`src/rtl/flag_unit_if.sv`:
```
// Condition-flag interface: request channel, flush, commit channel and flag state.
interface flag_unit_if #(
    parameter int unsigned XLEN   = 32,
    parameter int unsigned NFLAGS = 4
);
    localparam int unsigned FW = $clog2(NFLAGS);

    logic              req_valid;
    logic              req_ready;
    logic [3:0]        req_op;
    logic [FW-1:0]     req_flag;
    logic [FW-1:0]     req_src_flag;
    logic [XLEN-1:0]   req_operand1;
    logic [XLEN-1:0]   req_operand2;
    logic              flush;
    logic [NFLAGS-1:0] flags;
    logic [NFLAGS-1:0] flags_pending;
    logic              write_valid;
    logic              write_ready;
    logic [FW-1:0]     write_flag;
    logic              write_value;

    // Requester / retire side
    modport master (
        output req_valid, req_op, req_flag, req_src_flag, req_operand1, req_operand2,
        output flush, write_ready,
        input  req_ready, flags, flags_pending, write_valid, write_flag, write_value
    );

    // Flag unit side
    modport slave (
        input  req_valid, req_op, req_flag, req_src_flag, req_operand1, req_operand2,
        input  flush, write_ready,
        output req_ready, flags, flags_pending, write_valid, write_flag, write_value
    );
endinterface

```
`src/rtl/flag_unit.sv`:
```
// Condition-flag producer: two-stage (execute, writeback) flag-write pipeline
// owning the architectural flag register, with W-to-E bypass and retire backpressure.
module flag_unit #(
    parameter int unsigned XLEN   = 32,
    parameter int unsigned NFLAGS = 4
) (
    input  logic        clk,
    input  logic        rst,
    flag_unit_if.slave  bus
);
    localparam int unsigned FW = $clog2(NFLAGS);

    localparam logic [3:0] OP_EQ     = 4'h0;
    localparam logic [3:0] OP_NE     = 4'h1;
    localparam logic [3:0] OP_UGE    = 4'h2;
    localparam logic [3:0] OP_UGT    = 4'h3;
    localparam logic [3:0] OP_SGE    = 4'h4;
    localparam logic [3:0] OP_SGT    = 4'h5;
    localparam logic [3:0] OP_SET    = 4'h6;
    localparam logic [3:0] OP_CLEAR  = 4'h7;
    localparam logic [3:0] OP_TOGGLE = 4'h8;
    localparam logic [3:0] OP_COPY   = 4'h9;

    // E stage registers
    logic              e_valid;
    logic [3:0]        e_op;
    logic [FW-1:0]     e_flag;
    logic [FW-1:0]     e_src;
    logic [XLEN-1:0]   e_a;
    logic [XLEN-1:0]   e_b;
    // W stage registers
    logic              w_valid;
    logic [FW-1:0]     w_flag;
    logic              w_value;
    // Architectural flags
    logic [NFLAGS-1:0] flags_q;

    logic              e_advance;
    logic              e_reserved;
    logic              e_fwd;
    logic              accept;
    logic              e_result;
    logic [NFLAGS-1:0] cur_vec;
    logic [NFLAGS-1:0] pending;

    assign e_advance  = !w_valid || bus.write_ready;
    assign e_reserved = (e_op > OP_COPY);
    assign e_fwd      = e_valid && !e_reserved;
    assign accept     = bus.req_valid && bus.req_ready;

    assign bus.req_ready     = !rst && !bus.flush && (!e_valid || e_advance);
    assign bus.flags         = flags_q;
    assign bus.flags_pending = pending;
    assign bus.write_valid   = w_valid;
    assign bus.write_flag    = w_flag;
    assign bus.write_value   = w_value;

    // Current flag view seen by E: the uncommitted W value overrides the register
    always_comb begin
        cur_vec = flags_q;
        pending = '0;
        for (int i = 0; i < NFLAGS; i++) begin
            if (w_valid && (w_flag == FW'(i))) begin
                cur_vec[i] = w_value;
            end
            pending[i] = (e_fwd && (e_flag == FW'(i))) || (w_valid && (w_flag == FW'(i)));
        end
    end

    // E-stage result evaluation
    always_comb begin
        e_result = 1'b0;
        case (e_op)
            OP_EQ:     e_result = (e_a == e_b);
            OP_NE:     e_result = (e_a != e_b);
            OP_UGE:    e_result = (e_a >= e_b);
            OP_UGT:    e_result = (e_a > e_b);
            OP_SGE:    e_result = ($signed(e_a) >= $signed(e_b));
            OP_SGT:    e_result = ($signed(e_a) > $signed(e_b));
            OP_SET:    e_result = 1'b1;
            OP_CLEAR:  e_result = 1'b0;
            OP_TOGGLE: e_result = !cur_vec[e_flag];
            OP_COPY:   e_result = cur_vec[e_src];
            default:   e_result = 1'b0;
        endcase
    end

    // Pipeline advance, commit and flush/reset handling
    always_ff @(posedge clk) begin
        if (rst) begin
            e_valid <= 1'b0;
            e_op    <= '0;
            e_flag  <= '0;
            e_src   <= '0;
            e_a     <= '0;
            e_b     <= '0;
            w_valid <= 1'b0;
            w_flag  <= '0;
            w_value <= 1'b0;
            flags_q <= '0;
        end else if (bus.flush) begin
            e_valid <= 1'b0;
            w_valid <= 1'b0;
        end else begin
            if (w_valid && bus.write_ready) begin
                flags_q[w_flag] <= w_value;
            end
            if (e_advance) begin
                w_valid <= e_fwd;
                if (e_fwd) begin
                    w_flag  <= e_flag;
                    w_value <= e_result;
                end
            end
            if (accept) begin
                e_valid <= 1'b1;
                e_op    <= bus.req_op;
                e_flag  <= bus.req_flag;
                e_src   <= bus.req_src_flag;
                e_a     <= bus.req_operand1;
                e_b     <= bus.req_operand2;
            end else if (e_advance) begin
                e_valid <= 1'b0;
            end
        end
    end
endmodule

```
`src/flat_wrapper.sv`:
```
// flat-port wrapper written by rule: the top's interface ports become plain ports
module flag_unit_flat 
#(
    parameter int unsigned XLEN   = 32,
    parameter int unsigned NFLAGS = 4
)
  (clk, rst, bus_req_valid, bus_req_op, bus_req_flag, bus_req_src_flag, bus_req_operand1, bus_req_operand2, bus_flush, bus_write_ready, bus_req_ready, bus_flags, bus_flags_pending, bus_write_valid, bus_write_flag, bus_write_value);
  flag_unit_if #(.XLEN(XLEN), .NFLAGS(NFLAGS)) bus_i ();
  input  logic clk;
  input  logic rst;
  input wire logic [$bits(bus_i.req_valid)-1:0] bus_req_valid;
  input wire logic [$bits(bus_i.req_op)-1:0] bus_req_op;
  input wire logic [$bits(bus_i.req_flag)-1:0] bus_req_flag;
  input wire logic [$bits(bus_i.req_src_flag)-1:0] bus_req_src_flag;
  input wire logic [$bits(bus_i.req_operand1)-1:0] bus_req_operand1;
  input wire logic [$bits(bus_i.req_operand2)-1:0] bus_req_operand2;
  input wire logic [$bits(bus_i.flush)-1:0] bus_flush;
  input wire logic [$bits(bus_i.write_ready)-1:0] bus_write_ready;
  output wire logic [$bits(bus_i.req_ready)-1:0] bus_req_ready;
  output wire logic [$bits(bus_i.flags)-1:0] bus_flags;
  output wire logic [$bits(bus_i.flags_pending)-1:0] bus_flags_pending;
  output wire logic [$bits(bus_i.write_valid)-1:0] bus_write_valid;
  output wire logic [$bits(bus_i.write_flag)-1:0] bus_write_flag;
  output wire logic [$bits(bus_i.write_value)-1:0] bus_write_value;
  assign bus_i.req_valid = bus_req_valid;
  assign bus_i.req_op = bus_req_op;
  assign bus_i.req_flag = bus_req_flag;
  assign bus_i.req_src_flag = bus_req_src_flag;
  assign bus_i.req_operand1 = bus_req_operand1;
  assign bus_i.req_operand2 = bus_req_operand2;
  assign bus_i.flush = bus_flush;
  assign bus_i.write_ready = bus_write_ready;
  assign bus_req_ready = bus_i.req_ready;
  assign bus_flags = bus_i.flags;
  assign bus_flags_pending = bus_i.flags_pending;
  assign bus_write_valid = bus_i.write_valid;
  assign bus_write_flag = bus_i.write_flag;
  assign bus_write_value = bus_i.write_value;
  flag_unit #(.XLEN(XLEN), .NFLAGS(NFLAGS)) u_core (.clk(clk), .rst(rst), .bus(bus_i));
endmodule
```
`config.mk`:
```
export PLATFORM = sky130hd
export DESIGN_NAME = flag_unit_flat
export DESIGN_NICKNAME = d
export VERILOG_FILES = /design/src/rtl/flag_unit_if.sv /design/src/rtl/flag_unit.sv /design/src/flat_wrapper.sv
export SDC_FILE = /design/constraint.sdc
export NUM_CORES = 1
export LEC_CHECK = 0
export BUFFER_PORTS_ARGS = -buffer_cell sky130_fd_sc_hd__buf_2
export CORE_MARGIN = 5
export CORE_UTILIZATION = 35
export DETAILED_ROUTE_END_ITERATION = 10
export GPL_TIMING_DRIVEN = 0
export PLACE_DENSITY_LB_ADDON = 0.1
export SLEW_MARGIN = 40
export SYNTH_ARGS = -nofsm -noshare
export SYNTH_HDL_FRONTEND = slang
export SYNTH_SLANG_ARGS = --single-unit
```
`constraint.sdc`:
```
create_clock -name clk -period 5.2 [get_ports clk]
set_input_delay 0.52 -clock clk [delete_from_list [all_inputs] [get_ports clk]]
set_output_delay 0.52 -clock clk [all_outputs]
set_load 0.1 [all_outputs]
```
### Yosys cells after proc, flatten, opt, wreduce, memory -nomap -nowiden

Cells that the tools add are included.

* $lt $le $gt $ge: 9
* equal/unequal tests: 16
* mux-type cells: 14
* bitwise logic cells: 1
* reductions and logical operators: 34

Operator list (number)
* 32-bit greater-or-equal comparator: 2
* 32-bit > comparator: 2
* 32-bit == test: 1
* 32-bit != test: 1
* 1-bit logical AND: 14
* 4-bit by 3-bit == test with 1-bit output, second input constant: 3
* 2-bit by 3-bit < comparator with 1-bit output, second input constant: 3
* 1-bit 2-to-1 mux: 9
* 1-bit one-hot mux with 9 select lines: 1
* 2-bit == test, second input constant: 4
* 4-bit by 2-bit == test with 1-bit output, second input constant: 2
* 4-bit == test, second input constant: 2
* 1-bit logical NOT: 6
* 1-bit logical OR: 6
* 1-bit binary-select mux with 2-bit select: 2
* 4-bit bitwise mux: 1
* 2-bit by 1-bit == test with 1-bit output, second input constant: 2
* 4-bit by 1-bit == test with 1-bit output, second input constant: 1
* 4-bit > comparator, second input constant: 1
* 2-bit logical NOT: 2
* 4-bit logical NOT: 1
* 2-bit AND reduction: 2
* 3-bit AND reduction: 1
* 1-bit demux with 2-bit select: 1
* other kinds (4): 4

* bits in registers: 81

### Depth between registers and ports, before layout

Gate-level depths: netlist of run 1.

* word-level depth: 7
* depth in mapped cells: 9
* depth with buffers taken out: 9

### Least setup slack after synthesis of run 1

Ideal clock, no wire load.

* kind: flip-flop to flip-flop
* start point: register u_core.w_valid (netlist: u_core.bus.write_valid)
* end point: register u_core.e_a[16]
* arrival time: 4.417 ns
* data required time: 5.068 ns
* slack: 0.650 ns
* cell stages (with the launch flop): 7
* period minus slack after synthesis: 4.550 ns
* path through: dfxtp_1 > nor2b_1 > a211oi_1 > nand2_1 > clkbuf_1 > nand2_1 > a21oi_1

* longest elaborated chain between the ends: 6

RTL lines
* from (decl): RTL line flag_unit.sv:32 `logic w_valid;`
* from (signal assigned): RTL line flag_unit.sv:109 `w_valid <= e_fwd;`
* 1-bit logical NOT: RTL line flag_unit.sv:46 `assign e_advance = !w_valid || bus.write_ready;`
* 1-bit logical OR: RTL line flag_unit.sv:46
* 1-bit logical OR: RTL line flag_unit.sv:51 `assign bus.req_ready = !rst && !bus.flush && (!e_valid || e_advance);`
* 1-bit logical AND: RTL line flag_unit.sv:51
* via bus_req_ready: RTL line flat_wrapper.sv:19 `output wire logic [$bits(bus_i.req_ready)-1:0] bus_req_ready;`
* 1-bit logical AND: RTL line flag_unit.sv:49 `assign accept = bus.req_valid && bus.req_ready;`
* 2-bit AND reduction (no line)
* to (signal assigned): RTL line flag_unit.sv:120 `e_a <= bus.req_operand1;`
* to (decl): RTL line flag_unit.sv:29 `logic [XLEN-1:0] e_a;`

The timed path passes the listed nets, and every way through them passes these cells.
A chain may end at the register's enable or synchronous reset.

### Final worst setup path of run 1

* start point: register u_core.w_valid (netlist: u_core.bus.write_valid)
* end point: output bus_flags_pending[0]

* longest elaborated chain between the ends: 2

RTL lines
* 1-bit logical AND: RTL line flag_unit.sv:66 `pending[i] = (e_fwd && (e_flag == FW'(i))) || (w_valid && (w_flag == FW'(i)));`
* 1-bit logical OR: RTL line flag_unit.sv:66
* to (decl): RTL line flat_wrapper.sv:21 `output wire logic [$bits(bus_i.flags_pending)-1:0] bus_flags_pending;`

Every way passes these cells.

==> results.yml, run 1 <==
run_status:
  outcome: "completed"
drt:
  route.detailed.drc: 0
  drt-total-wl_mm: 10.72
  vias: 3781
  wl_per_cell_um: 13.77
  antenna_left: 0
  vias_per_cell: 4.860
  drt_iter0_markers: 219
  firstDrtPassIters: 5
cells_and_area:
  seq_area_sq_mm: 0.001622
  final_nets: 740
  fin_util_pct: 43.31
  fillers: 1233
  multi_input_area_sq_mm: 0.002157
  antennaDiodeCount: 0
  layout-drive-gt1-share_pct: 18.11
  area_growth_pct: 21.86
global_routing:
  grt.overflow.total: 0
  grt_pass1_wl_mm: 17.82
  grt_pass1_vias: 3769
  grt_max_degree: 13
  antenna_found_initial: 0
  grt_usage_pct: 15.71
pwr:
  power.density_mw_per_mm2: 286.8
  leakage_uw: 0.001950
  vdd_drop_max_mv: 0.1695
timing:
  rsz0062_at_grt: "false"
  fin_crit_ns: 2.513
  tns_ns: 0
  worst_slew_pin_slew_ns: 0.6374
  timing_hold_violations_final: 0
  fin_ws_ns: 2.687
  setup_viol_count_final: 0
  slew_headroom_pct: 57.51
  clock_skew_ns: 0.004197
  drv_slew: 0
  finalCritPeriodShare_pct: 48.34
  max_freq_ghz: 0.3979
floorplanning:
  boundaryPins: 90
  fp.dieW_um: 117.5
  start_util_pct: 35.55
  num_rows: 39
  core_sq_mm: 0.01137
  die_area_sq_mm: 0.01380
  die_h_um: 117.5
clocking:
  cts_buffers: 9
  clk_latency_ns: 0.33
  cts_setup_buffers: 0
  cts_tree: "built"
  hold_buffers: 0
  clock-root-buffer: "clkbuf_16"
  clk_pin_slew_worst_paths_ns: 0.06
  cts_resized: 0
  h-tree-depth: 3
  clock_path_buffers: 2
  clock_sinks: 81
yosys:
  syn_nets: 641
  ys_seq_elements: 81
  synth_edf_count: 0
  ys_types: 46
  yosys_warnings: 0
  yosysTopAreaCell: "dfxtp_1"
  async_flop_share_pct: 0
  synth_area_per_cell_sq_um: 7.597
  synth_flop_cell: "dfxtp_1"
  ys_top_cells_by_area: "dfxtp_1 (40%), nand2_1 (15%), a21oi_1 (11%)"
  yosys.area.top_type_share_pct: 40.12
  ys_seq_area_share_pct: 40.12
  syn_inst: 532
  syn_area_sq_mm: 0.004041
placed_design:
  io_buffer_count: 88
  preCtsSetupSlack_ns: 2.648
  place_hpwl_mm: 8.309
  place.gp.congestion: 0.8313
critical_path:
  max_stage_delay_ns: 0.51
  path_class: "reg -> out"
  start_kind: "register"
  path_cells: "nor3b_1 > inv_1 > o31ai_1 > buf_2"
  path_max_fanout: 10
  slowest_stage: "dfxtp_1"
  critPathBufInv: 2
  end_kind: "primary output"
  cp.arrival_ns: 1.99
  critPathRequiredTime_ns: 4.68
  cp_top_family: "buffers and inverters"
flow_run:
  drv_cap: 0
min_path:
  min_path_type: "in -> reg"
synth_stat cells (2+ instances only):
| master | count |
|---|---|
| o22ai_1 | 2 |
| a21oi_1 | 92 |
| and2_1 | 2 |
| dfxtp_1 | 81 |
| nand4b_1 | 2 |
| nand3_1 | 6 |
| o31ai_1 | 2 |
| a211o_1 | 2 |
| nor2b_1 | 2 |
| o21a_1 | 3 |
| nor3_1 | 11 |
| o211ai_1 | 2 |
| and4_1 | 4 |
| ha_1 | 32 |
| nor4b_1 | 2 |
| buf_2 | 9 |
| o21ai_0 | 7 |
| a211oi_1 | 3 |
| nor3b_1 | 4 |
| inv_1 | 36 |
| or4_1 | 2 |
| nand4_1 | 7 |
| nand2b_1 | 2 |
| mux2i_1 | 3 |
| a31oi_1 | 3 |
| a221oi_1 | 2 |
| clkbuf_1 | 19 |
| nor2_1 | 9 |
| a221o_1 | 2 |
| and3b_1 | 2 |
| xor2_1 | 2 |
| nand2_1 | 161 |
through the flow:
step,hold WS [ns],instances,cell area (sq um),total power (uW)
detailed placement,0.4470,763,4661,853.5
CTS,0.4009,778,4925,1435
global placement,0.4459,763,4661,849.8
floorplan,0.4363,532,4041,784.1
global route,0.4085,778,4925,1486
finish,0.4148,778,4925,1412
final cells by class:
cell class,count,share of cell area (%)
buffer,29,2.591
clock buffer,12,5.005
multi-input combinational,386,43.80
timing repair buffer,88,8.943
sequential,81,32.93
inverter,36,2.744
tap,143,3.633
clock inverter,3,0.3557
power by group:
part / leakage, uW / internal (uW) / switching [uW]
clock: 0.000128 / 332 / 242
sequential: 0.000658 / 640 / 12.7
combinational: 0.00116 / 74.8 / 111
state kept, by name, indices dropped and copies added, names as in the netlist:
register,cells
u_core.e_a,32
u_core.e_b,32
u_core.bus.flags,4
u_core.e_op,4
u_core.bus.write_flag,2
u_core.e_flag,2
u_core.e_src,2
u_core.bus.write_valid,1
u_core.bus.write_value,1
u_core.e_valid,1
worst register-to-register path, stage by stage, from the launching register on:
cell      delay [ns]
dfxtp_1         0.33
inv_1           0.05
ha_1            0.31
and4_1          0.26
a221o_1         0.39
a211oi_1        0.33
o211ai_1        0.12
a32o_1          0.27
o31a_1          0.29
per-layer routing:
layer,global-route usage (%),wire length [um],up-vias
met2,24.93,5001,79
met5,0,0,-
met4,6.022,165,0
met3,4.325,557,10
met1,20.30,4991,1695
li1,-,-,1997
cells in the final DEF, fill, tap and decap left out, types with 3 or more instances in the layout:
cell type  instances
o21a_1             3
inv_1             36
nand3_1            6
buf_2             97
o21ai_0            7
nand2_1          161
clkbuf_16          9
nor3b_1            4
a211oi_1           3
a31oi_1            3
clkbuf_1          21
and4_1             4
nor2_1             9
nand4_1            7
ha_1              32
dfxtp_1           81
nor3_1            11
a21oi_1           92
mux2i_1            3
path summary, 6_finish.rpt:
| kind | start | endpoint | slack [ns] | depth (start not counted) |
|---|---|---|---|---|
| setup / recovery | u_core.bus.write_valid | bus_flags_pending[0] | 2.69 | 4 |
| hold / removal | bus_req_operand1[10] | u_core.e_a[10] | 0.41 | 3 |
| setup reg to reg | u_core.e_b[10] | u_core.bus.write_value | 2.74 | 8 |
| hold reg to reg | u_core.e_b[5] | u_core.e_b[5] | 0.45 | 2 |
kinds of logic (layout without fill, tap and decap cells):
group / count (synthesis) / count (layout) / synth area share (%)
compound gates: 127 / 127 / 18.02
xor+xnor: 2 / 2 / 0.4335
fa+ha+maj: 32 / 32 / 9.907
buf+inv: 65 / 168 / 6.501
flops: 81 / 81 / 40.12
mux: 3 / 3 / 0.7431
simple gates: 222 / 222 / 24.27
Power figures use the tool's default switching activity.
==> run 2: changes to the inputs <==
Clock period 5.2 ns to 2.1 ns, I/O delays scaled along.
==> results.yml, run 2 (synthesized netlist as in run 1, its figures left out) <==
drt:
  vias_per_cell: 4.971
  vias: 3892
  antenna_left: 0
  drt_iter0_markers: 186
  firstDrtPassIters: 5
  wl_per_cell_um: 14.02
  drt-total-wl_mm: 10.98
  route.detailed.drc: 0
cells_and_area:
  final_nets: 745
  fin_util_pct: 46.80
  antennaDiodeCount: 0
  largestRegisters: "u_core.e_a x32, u_core.e_b x32"
  layout-drive-gt1-share_pct: 27.34
  final_cell_mix: "nand2_1 (160), a21oi_1 (89), buf_2 (87)"
  area_growth_pct: 31.67
  layout_commonest_cell: "nand2_1"
critical_path:
  start_kind: "register"
  max_stage_delay_ns: 0.52
  critPathBufInv: 1
  path_cells: "inv_1 > ha_1 > nand4_1 > or2_1 > or4_4 > a32o_2 > o31a_1"
  cp.arrival_ns: 2.53
  slowest_stage: "or4_4"
  path_max_fanout: 4
  end_kind: "register"
  critPathRequiredTime_ns: 2.32
  cp_top_family: "simple AND/OR/NAND/NOR gates"
  path_class: "reg -> reg"
timing:
  clock_skew_ns: 0.007036
  max_freq_ghz: 0.4329
  rsz0062_at_grt: "true"
  finalCritPeriodShare_pct: 110.0
  fin_crit_ns: 2.310
  fin_ws_ns: -0.2100
  drv_slew: 0
  worst_slew_pin_slew_ns: 0.6659
  timing_hold_violations_final: 0
  tns_ns: -0.2100
  setup_viol_count_final: 1
  slew_headroom_pct: 55.61
floorplanning:
  boundaryPins: 90
  die_h_um: 117.5
  core_sq_mm: 0.01137
  die_area_sq_mm: 0.01380
  start_util_pct: 35.55
  num_rows: 39
  fp.dieW_um: 117.5
clocking:
  hold_buffers: 0
  h-tree-depth: 3
  clk_pin_slew_worst_paths_ns: 0.06
  clock_path_buffers: 2
  clk_latency_ns: 0.33
  clock_sinks: 81
  cts_tree: "built"
  clock-root-buffer: "clkbuf_16"
  cts_buffers: 9
global_routing:
  grt_pass1_vias: 3831
  grt.overflow.total: 0
  antenna_found_initial: 0
  grt_pass1_wl_mm: 18.07
  grt_max_degree: 14
  grt_usage_pct: 15.77
run_status:
  violations: "setup timing"
  outcome: "complete, but fails checks"
pwr:
  power.density_mw_per_mm2: 714.7
  p_int_uw: 2861
  leakage_uw: 0.002064
  p_clk_share_pct: 42.8
  seq_power_share_pct: 42.6
  total_power_uw: 3803
  swShare_pct: 24.76
  power_switching_uw: 941.8
  combPwrFrac_pct: 14.6
  vdd_drop_max_mv: 0.3597
placed_design:
  io_buffer_count: 88
  place.gp.congestion: 0.7947
  place_hpwl_mm: 8.324
flow_run:
  drv_cap: 0
min_path:
  min_path_type: "in -> reg"
[run 2: cell count changes in the layout (fill, tap and decap cells not counted), sizes merged]
| cell | before | now |
|---|---|---|
| buf | 98 | 102 |
| clkinvlp | 1 | 0 |
| bufinv | 0 | 2 |
[run 2: worst paths after layout]
| check | cells after the start | slack, ns | from | to |
|---|---|---|---|---|
| setup / recovery | 7 | -0.21 | u_core.e_b[28] | u_core.bus.write_value |
| hold / removal | 3 | 0.11 | bus_req_operand2[7] | u_core.e_b[7] |
| setup reg to reg | 7 | -0.21 | u_core.e_b[28] | u_core.bus.write_value |
| hold reg to reg | 2 | 0.45 | u_core.e_b[27] | u_core.e_b[27] |
[run 2: stage by stage]
stage	cell area (sq um)	cells	setup WS [ns]	hold slack (ns)
detailed placement	4770	763	-0.2378	0.4470
global route	5321	783	-0.3041	0.1080
finish	5321	783	-0.2100	0.1084
CTS	5147	780	-0.2052	0.09845
global placement	4770	763	-0.2206	0.4449
floorplan	4150	532	-0.2260	0.2794
[run 2: metal layers]
layer  part of all wire, %  GRT usage, %  vias up
met5                     0             0        -
met4                  0.57         4.731        0
met3                   3.9         3.556        6
li1                      -             -     2008
met2                    48         25.57       79
met1                    48         20.95     1799
[run 2: repair_timing]
action                     CTS  global route
gates cloned                 0             0
resized for setup           18            25
buffers inserted             2             3
pin swaps                   10            16
setup endpoints to repair    3             3
[run 2: area by class of cell]
class | count | area (sq um)
plain buffers | 29 | 160.2
clock buffers | 11 | 232.7
clock inverters | 4 | 70.07
fillers | 1163 | 6048
inverters | 36 | 135.1
multi-input cells | 386 | 2409
flip-flops and latches | 81 | 1650
well taps | 143 | 178.9
repair buffers | 93 | 485.5
[run 2: power groups by stage]
stage                     combinational, uW  clock, uW  sequential, uW
after floorplan                         312          0            1650
after global placement                  478          0            1650
after detailed placement                483          0            1650
after CTS                               507       1670            1620
after global routing                    619       1740            1620
final                                   556       1630            1620
[run 2: worst reg2reg max path: cells and delay by family (launching register included)]
family | cells | cell delay, ns
compound gates | 2 | 0.56
fa+ha+maj | 1 | 0.27
simple gates | 3 | 1.00
buf+inv | 1 | 0.04
flops | 1 | 0.33
